**src/rtl/lagd_flip_decider.sv**
```systemverilog
// Flip decider feeding the flip manager's energy-history FIFO: fills a WINDOW of
// energies, then compares each new sample against the oldest one to decide a flip.
module lagd_flip_decider #(
   parameter int DATA_WIDTH = 32,
   parameter int WINDOW     = 8,
   parameter int CNT_W      = 8
) (
   input  logic                  clk_i,
   input  logic                  rst_ni,
   input  logic                  start_i,
   input  logic                  stop_i,
   input  logic [DATA_WIDTH-1:0] energy_i,
   input  logic                  energy_skip_i,
   input  logic                  energy_valid_i,
   output logic                  energy_ready_o,
   input  logic                  fifo_full_i,
   input  logic                  fifo_empty_i,
   input  logic [DATA_WIDTH-1:0] fifo_head_i,
   output logic                  fifo_flush_o,
   output logic                  fifo_push_o,
   output logic                  fifo_push_none_o,
   output logic                  fifo_pop_o,
   output logic [DATA_WIDTH-1:0] fifo_data_o,
   output logic                  flip_valid_o,
   output logic                  flip_o,
   output logic [CNT_W-1:0]      stall_cnt_o,
   output logic [DATA_WIDTH-1:0] best_energy_o,
   output logic                  busy_o
);

   localparam logic [2:0] IDLE  = 3'd0;
   localparam logic [2:0] FLUSH = 3'd1;
   localparam logic [2:0] FILL  = 3'd2;
   localparam logic [2:0] RUN   = 3'd3;
   localparam logic [2:0] PUSH  = 3'd4;

   localparam int FILL_W = $clog2(WINDOW + 1);
   localparam logic [DATA_WIDTH-1:0] E_MAX   = {1'b0, {(DATA_WIDTH-1){1'b1}}};
   localparam logic [CNT_W-1:0]      CNT_MAX = '1;

   logic [2:0]            state_reg, state_next;
   logic [DATA_WIDTH-1:0] hold_energy_reg;
   logic                  hold_skip_reg;
   logic                  flip_valid_reg, flip_reg, busy_reg;
   logic [CNT_W-1:0]      stall_reg;
   logic [DATA_WIDTH-1:0] best_reg;
   logic [FILL_W-1:0]     fill_cnt_reg;
   logic                  accept, fill_push, run_accept, no_improve, sanity_err;

   assign energy_ready_o = (state_reg == FILL) ? ~fifo_full_i : (state_reg == RUN);
   assign accept         = energy_valid_i & energy_ready_o;
   assign fill_push      = (state_reg == FILL) & accept;
   assign run_accept     = (state_reg == RUN) & accept;
   assign no_improve     = $signed(energy_i) >= $signed(fifo_head_i);

   assign fifo_flush_o     = (state_reg == FLUSH);
   assign fifo_pop_o       = run_accept;
   assign fifo_push_o      = fill_push | (state_reg == PUSH);
   assign fifo_push_none_o = (state_reg == PUSH) ? hold_skip_reg : (fill_push & energy_skip_i);
   assign fifo_data_o      = (state_reg == PUSH) ? hold_energy_reg :
                             (fill_push ? energy_i : '0);

   assign flip_valid_o  = flip_valid_reg;
   assign flip_o        = flip_reg;
   assign stall_cnt_o   = stall_reg;
   assign best_energy_o = best_reg;
   assign busy_o        = busy_reg;

   always_comb begin
      state_next = state_reg;
      case (state_reg)
         IDLE:    if (start_i) state_next = FLUSH;
         FLUSH:   state_next = FILL;
         FILL: begin
            if (stop_i)           state_next = IDLE;
            else if (fifo_full_i) state_next = RUN;
         end
         RUN: begin
            if (accept)      state_next = PUSH;
            else if (stop_i) state_next = IDLE;
         end
         PUSH:    state_next = stop_i ? IDLE : RUN;
         default: state_next = IDLE;
      endcase
   end

   always_ff @(posedge clk_i or negedge rst_ni) begin
      if (!rst_ni) begin
         state_reg       <= IDLE;
         busy_reg        <= 1'b0;
         hold_energy_reg <= '0;
         hold_skip_reg   <= 1'b0;
         flip_valid_reg  <= 1'b0;
         flip_reg        <= 1'b0;
         stall_reg       <= '0;
         best_reg        <= E_MAX;
         fill_cnt_reg    <= '0;
      end else begin
         state_reg      <= state_next;
         busy_reg       <= (state_next != IDLE);
         flip_valid_reg <= 1'b0;

         if (state_reg == FLUSH) begin
            best_reg     <= E_MAX;
            stall_reg    <= '0;
            fill_cnt_reg <= '0;
         end else if (accept && !energy_skip_i &&
                      ($signed(energy_i) < $signed(best_reg))) begin
            best_reg <= energy_i;
         end

         if (fill_push && fill_cnt_reg != FILL_W'(WINDOW))
            fill_cnt_reg <= fill_cnt_reg + FILL_W'(1);

         if (run_accept) begin
            hold_energy_reg <= energy_i;
            hold_skip_reg   <= energy_skip_i;
            // Skipped samples still cycle the window but never count as a decision.
            if (!energy_skip_i) begin
               flip_valid_reg <= 1'b1;
               flip_reg       <= no_improve;
               if (!no_improve)           stall_reg <= '0;
               else if (stall_reg != CNT_MAX) stall_reg <= stall_reg + CNT_W'(1);
            end
         end
      end
   end

   // Popping an empty FIFO, or the FIFO reporting full at the wrong fill level,
   // means the decider and FIFO disagree about WINDOW.
   assign sanity_err = (fifo_pop_o & fifo_empty_i) |
                       ((state_reg == FILL) & fifo_full_i & (fill_cnt_reg != FILL_W'(WINDOW)));

   assert property (@(posedge clk_i) disable iff (!rst_ni) !sanity_err);

endmodule

```
**config.mk**
```make
export PLATFORM = sky130hd
export DESIGN_NAME = lagd_flip_decider
export DESIGN_NICKNAME = d
export VERILOG_FILES = /design/src/rtl/lagd_flip_decider.sv
export SDC_FILE = /design/constraint.sdc
export NUM_CORES = 1
export LEC_CHECK = 0
export ABC_AREA = 1
export BUFFER_PORTS_ARGS = -buffer_cell sky130_fd_sc_hd__clkbuf_2
export CORE_MARGIN = 2
export CORE_UTILIZATION = 53
export DETAILED_ROUTE_END_ITERATION = 8
export GPL_ROUTABILITY_DRIVEN = 0
export PLACE_DENSITY = 0.83
export SETUP_SLACK_MARGIN = 0.5
export SYNTH_ARGS = -nofsm -noshare
export SYNTH_HDL_FRONTEND = slang
export SYNTH_SLANG_ARGS = --single-unit
export TNS_END_PERCENT = 5
```
**constraint.sdc**
```tcl
create_clock -name clk_i -period 2.8 [get_ports clk_i]
set_input_delay 0.28 -clock clk_i [delete_from_list [all_inputs] [get_ports clk_i]]
set_output_delay 0.28 -clock clk_i [all_outputs]
set_load 0.005 [all_outputs]
```
==> summary.md <==
| Metric | Value |
|---|---|
| Setup ws final | 0.499 ns |
| Initial antenna violation count | 0 |
| CTS tree | done |
| Setup violators final | 0 |
| Worst-case reg-to-reg path depth | 14 |
| Remaining Overflow, GRT | 0 |
| Vias in the first global route | ~5000 |
| DP Worst Slack | 0.399 ns |
| DR WL/cell | 14.5 um |
| Synthesized instance count | approximately 750 |
| R2R setup slack | 0.50 ns |
| Fmax | 0.435 GHz |
| GRT Total Usage | 26.3% |
| Post-synth top flop | dfrtp_1 |
| Clock buffer depth | 2 |
| Ys async rst share | 100% |
| Buffers added on ports | 150 |
| Die Ht | approximately 110 um |
| Drt initial violations | around 280 |
| Pre-Repair DR Iteration Count | 5 |
| Placed cell area | between 6000 and 7000 sq um |
| Min Hold Slack | 0.0815 ns |
| Multi-input gate area | between 3000 and 4000 sq um |
| Worst EP arrival | between 2 and 3 ns |
| Die Wd | around 110 um |
| Core Area | 10200 sq um |
| Layout cells sized above 1 | 28.6% |
| Post-synth EDFFs | 0 |
| Period minus WS final | about 2.3 ns |
| Crit-path max FO | 5 |
| Worst endpoint required time | about 3.1 ns |
| Post-synthesis sequential area ratio | 36.8% |
| Final instance area | 6930 sq um |
| Fin. Hold Viols | 0 |
| Max Cap Viol | 0 |
| FF/Latch Area | 2020 sq um |
| Unrepaired setup endpoints after global routing | true |
| Detailed Route WL | between 15 and 20 mm |
| Peak supply drop | 421 uV |
| RR Startpoint | best_energy_o[9] |
| Worst slew pin tran | approximately 1.0 ns |
| Routed vias/inst | 5.24 |
| Setup TNS | 0 ns |
| R2R Path End | best_energy_o[1] |
| Max Slew Vio Count | 0 |
| Sink Count | 79 |
| Post-Syn Nets | a little under 900 |
| First-pass GRT wire length | 23.9 mm |
| Min-Delay Path Class | input pin to async pin |
| H-Tree Depth | 3 |
| Fin crit share | approximately 82% |
| Initial Util | around 54% |
| Area grow syn2layout | 26.5% |
| Library cells used by synthesis | 31 |
| Ports | 152 |
| Relative slew slack | around 32% |
| Status | completed |
| Finished Core Util | approximately two thirds |
| Yosys warns | 0 |
| Worst Skew | 0.0119 ns |
| Drc violations | 0 |
| Syn Area/Cell | 7.29 sq um |
| P_leak | ~4.0 nW |
| Num CTS Buffers | 9 |
| Nets | approximately 1000 |
| Seq cells post-synth | 79 |
| Skew-Pair Late Insertion Delay | ~0.35 ns |
| Crit Path Category | register to register |
| Hold Buf Count CTS | 0 |
| Largest net degree at the start of global routing | 80 |
| Critical Path End Type | register |
| # fillers | 884 |
| Via count | about 5500 |
| # diodes | 0 |
| Routed Antenna Nets | 0 |
| DPL Wire Length | around 10 mm |
| Row count | 37 |
| Clk slew on worst S/H paths | 0.09 ns |
| Die ar. | ~11000 sq um |
| Clk root buf | clkbuf_8 |
| Power Density | roughly 850 nW/um^2 |
| Synthesized area | approximately 5500 sq um |
| Launching element type of the critical path | register |
power by group:
group          switching [mW]  internal [mW]
logic                    1.60           1.22
registers               0.321           1.79
clock network           0.469          0.470
total                    2.39           3.48
logic make-up after synthesis:
group,share of synthesized area [%]
buf+inv,10.8
flops,36.8
compound gates,11.3
fa+ha+maj,14.6
simple gates,26.1
xor+xnor,0.480
critical path: stages (launching register included):
cell and delay, ns:
dfstp_2 0.56, inv_1 0.04, ha_1 0.28, a21oi_1 0.16, o21ai_1 0.09, a21oi_2 0.18
nand2_2 0.10, nand2_2 0.09, nand2_2 0.06, nand2_2 0.09, nand3_4 0.15, nand2_8 0.14
clkbuf_16 0.17, nand2_1 0.05, nand2_1 0.06
layout make-up:
| class | instances | area share, % |
|---|---|---|
| inverters | 125 | 6.77 |
| flip-flops and latches | 79 | 29.1 |
| clock inverters | 5 | 0.920 |
| multi-input cells | 520 | 43.6 |
| repair buffers | 175 | 15.0 |
| clock buffers | 11 | 2.18 |
| well taps | 136 | 2.45 |
stage by stage:
stage | power (mW) | std cells
2_1_floorplan | 3.57 | 752
3_3_place_gp | 4.35 | 1021
3_5_place_dp | 4.46 | 1021
4_1_cts | 5.49 | 1038
5_1_grt | 6.33 | 1051
6_report | 5.88 | 1051
cell usage after synthesis, types with 2 or more instances:
| cell | number | area, sq um |
|---|---|---|
| a21oi_1 | 33 | 165 |
| buf_1 | 2 | 7.51 |
| buf_2 | 8 | 40.0 |
| buf_4 | 2 | 15.0 |
| clkbuf_1 | 16 | 60.1 |
| dfrtp_1 | 48 | 1200 |
| dfstp_2 | 31 | 815 |
| ha_1 | 64 | 801 |
| inv_1 | 120 | 450 |
| inv_2 | 5 | 18.8 |
| nand2_1 | 217 | 815 |
| nand3_1 | 59 | 295 |
| nand3_2 | 3 | 30.0 |
| nand4_1 | 18 | 113 |
| nor2_1 | 24 | 90.1 |
| nor2_2 | 2 | 12.5 |
| nor3_1 | 6 | 30.0 |
| nor4_1 | 2 | 12.5 |
| o21a_1 | 2 | 15.0 |
| o21ai_0 | 78 | 390 |
| xnor2_1 | 2 | 17.5 |
worst max path at each step:
stage	start	end	cells past startpoint
finish	best_energy_o[9]	best_energy_o[1]	14
global route	best_energy_o[23]	best_energy_o[1]	14
CTS	best_energy_o[5]	best_energy_o[13]	16
detailed placement	best_energy_o[5]	best_energy_o[13]	16
global placement	best_energy_o[5]	best_energy_o[8]	16
floorplan	best_energy_o[21]	best_energy_o[31]	13
repair_timing:
item	CTS	global route
gates resized for setup	8	35
buffers inserted	0	10
pin swaps	2	12
cloned	1	3
setup endpoints to repair	20	55
routing by layer:
layer | vias up | wire, um | global-route usage, %
li1 | 2730 | - | -
met1 | 2581 | 7050 | 36.7
met2 | 175 | 7090 | 42.8
met3 | 20 | 789 | 3.03
met4 | 0 | 276 | 8.83
met5 | - | 0 | 0
cell usage in the layout (no fill, tap or decap), drive strengths merged:
| master | n |
|---|---|
| o21a | 2 |
| clkinv | 2 |
| nor3 | 7 |
| inv | 126 |
| o2111ai | 1 |
| nand3 | 62 |
| clkinvlp | 1 |
| nor3b | 1 |
| clkbuf | 163 |
| nor4 | 2 |
| a21oi | 34 |
| nand3b | 1 |
| o21ai | 78 |
| dfrtp | 48 |
| xnor2 | 2 |
| a31oi | 1 |
| a21o | 1 |
| xor2 | 1 |
| buf | 23 |
| bufinv | 1 |
| nor2 | 26 |
| nand4 | 18 |
| nand2 | 218 |
| o211ai | 1 |
| ha | 64 |
| dfstp | 31 |
Power figures use the tool's default switching activity.
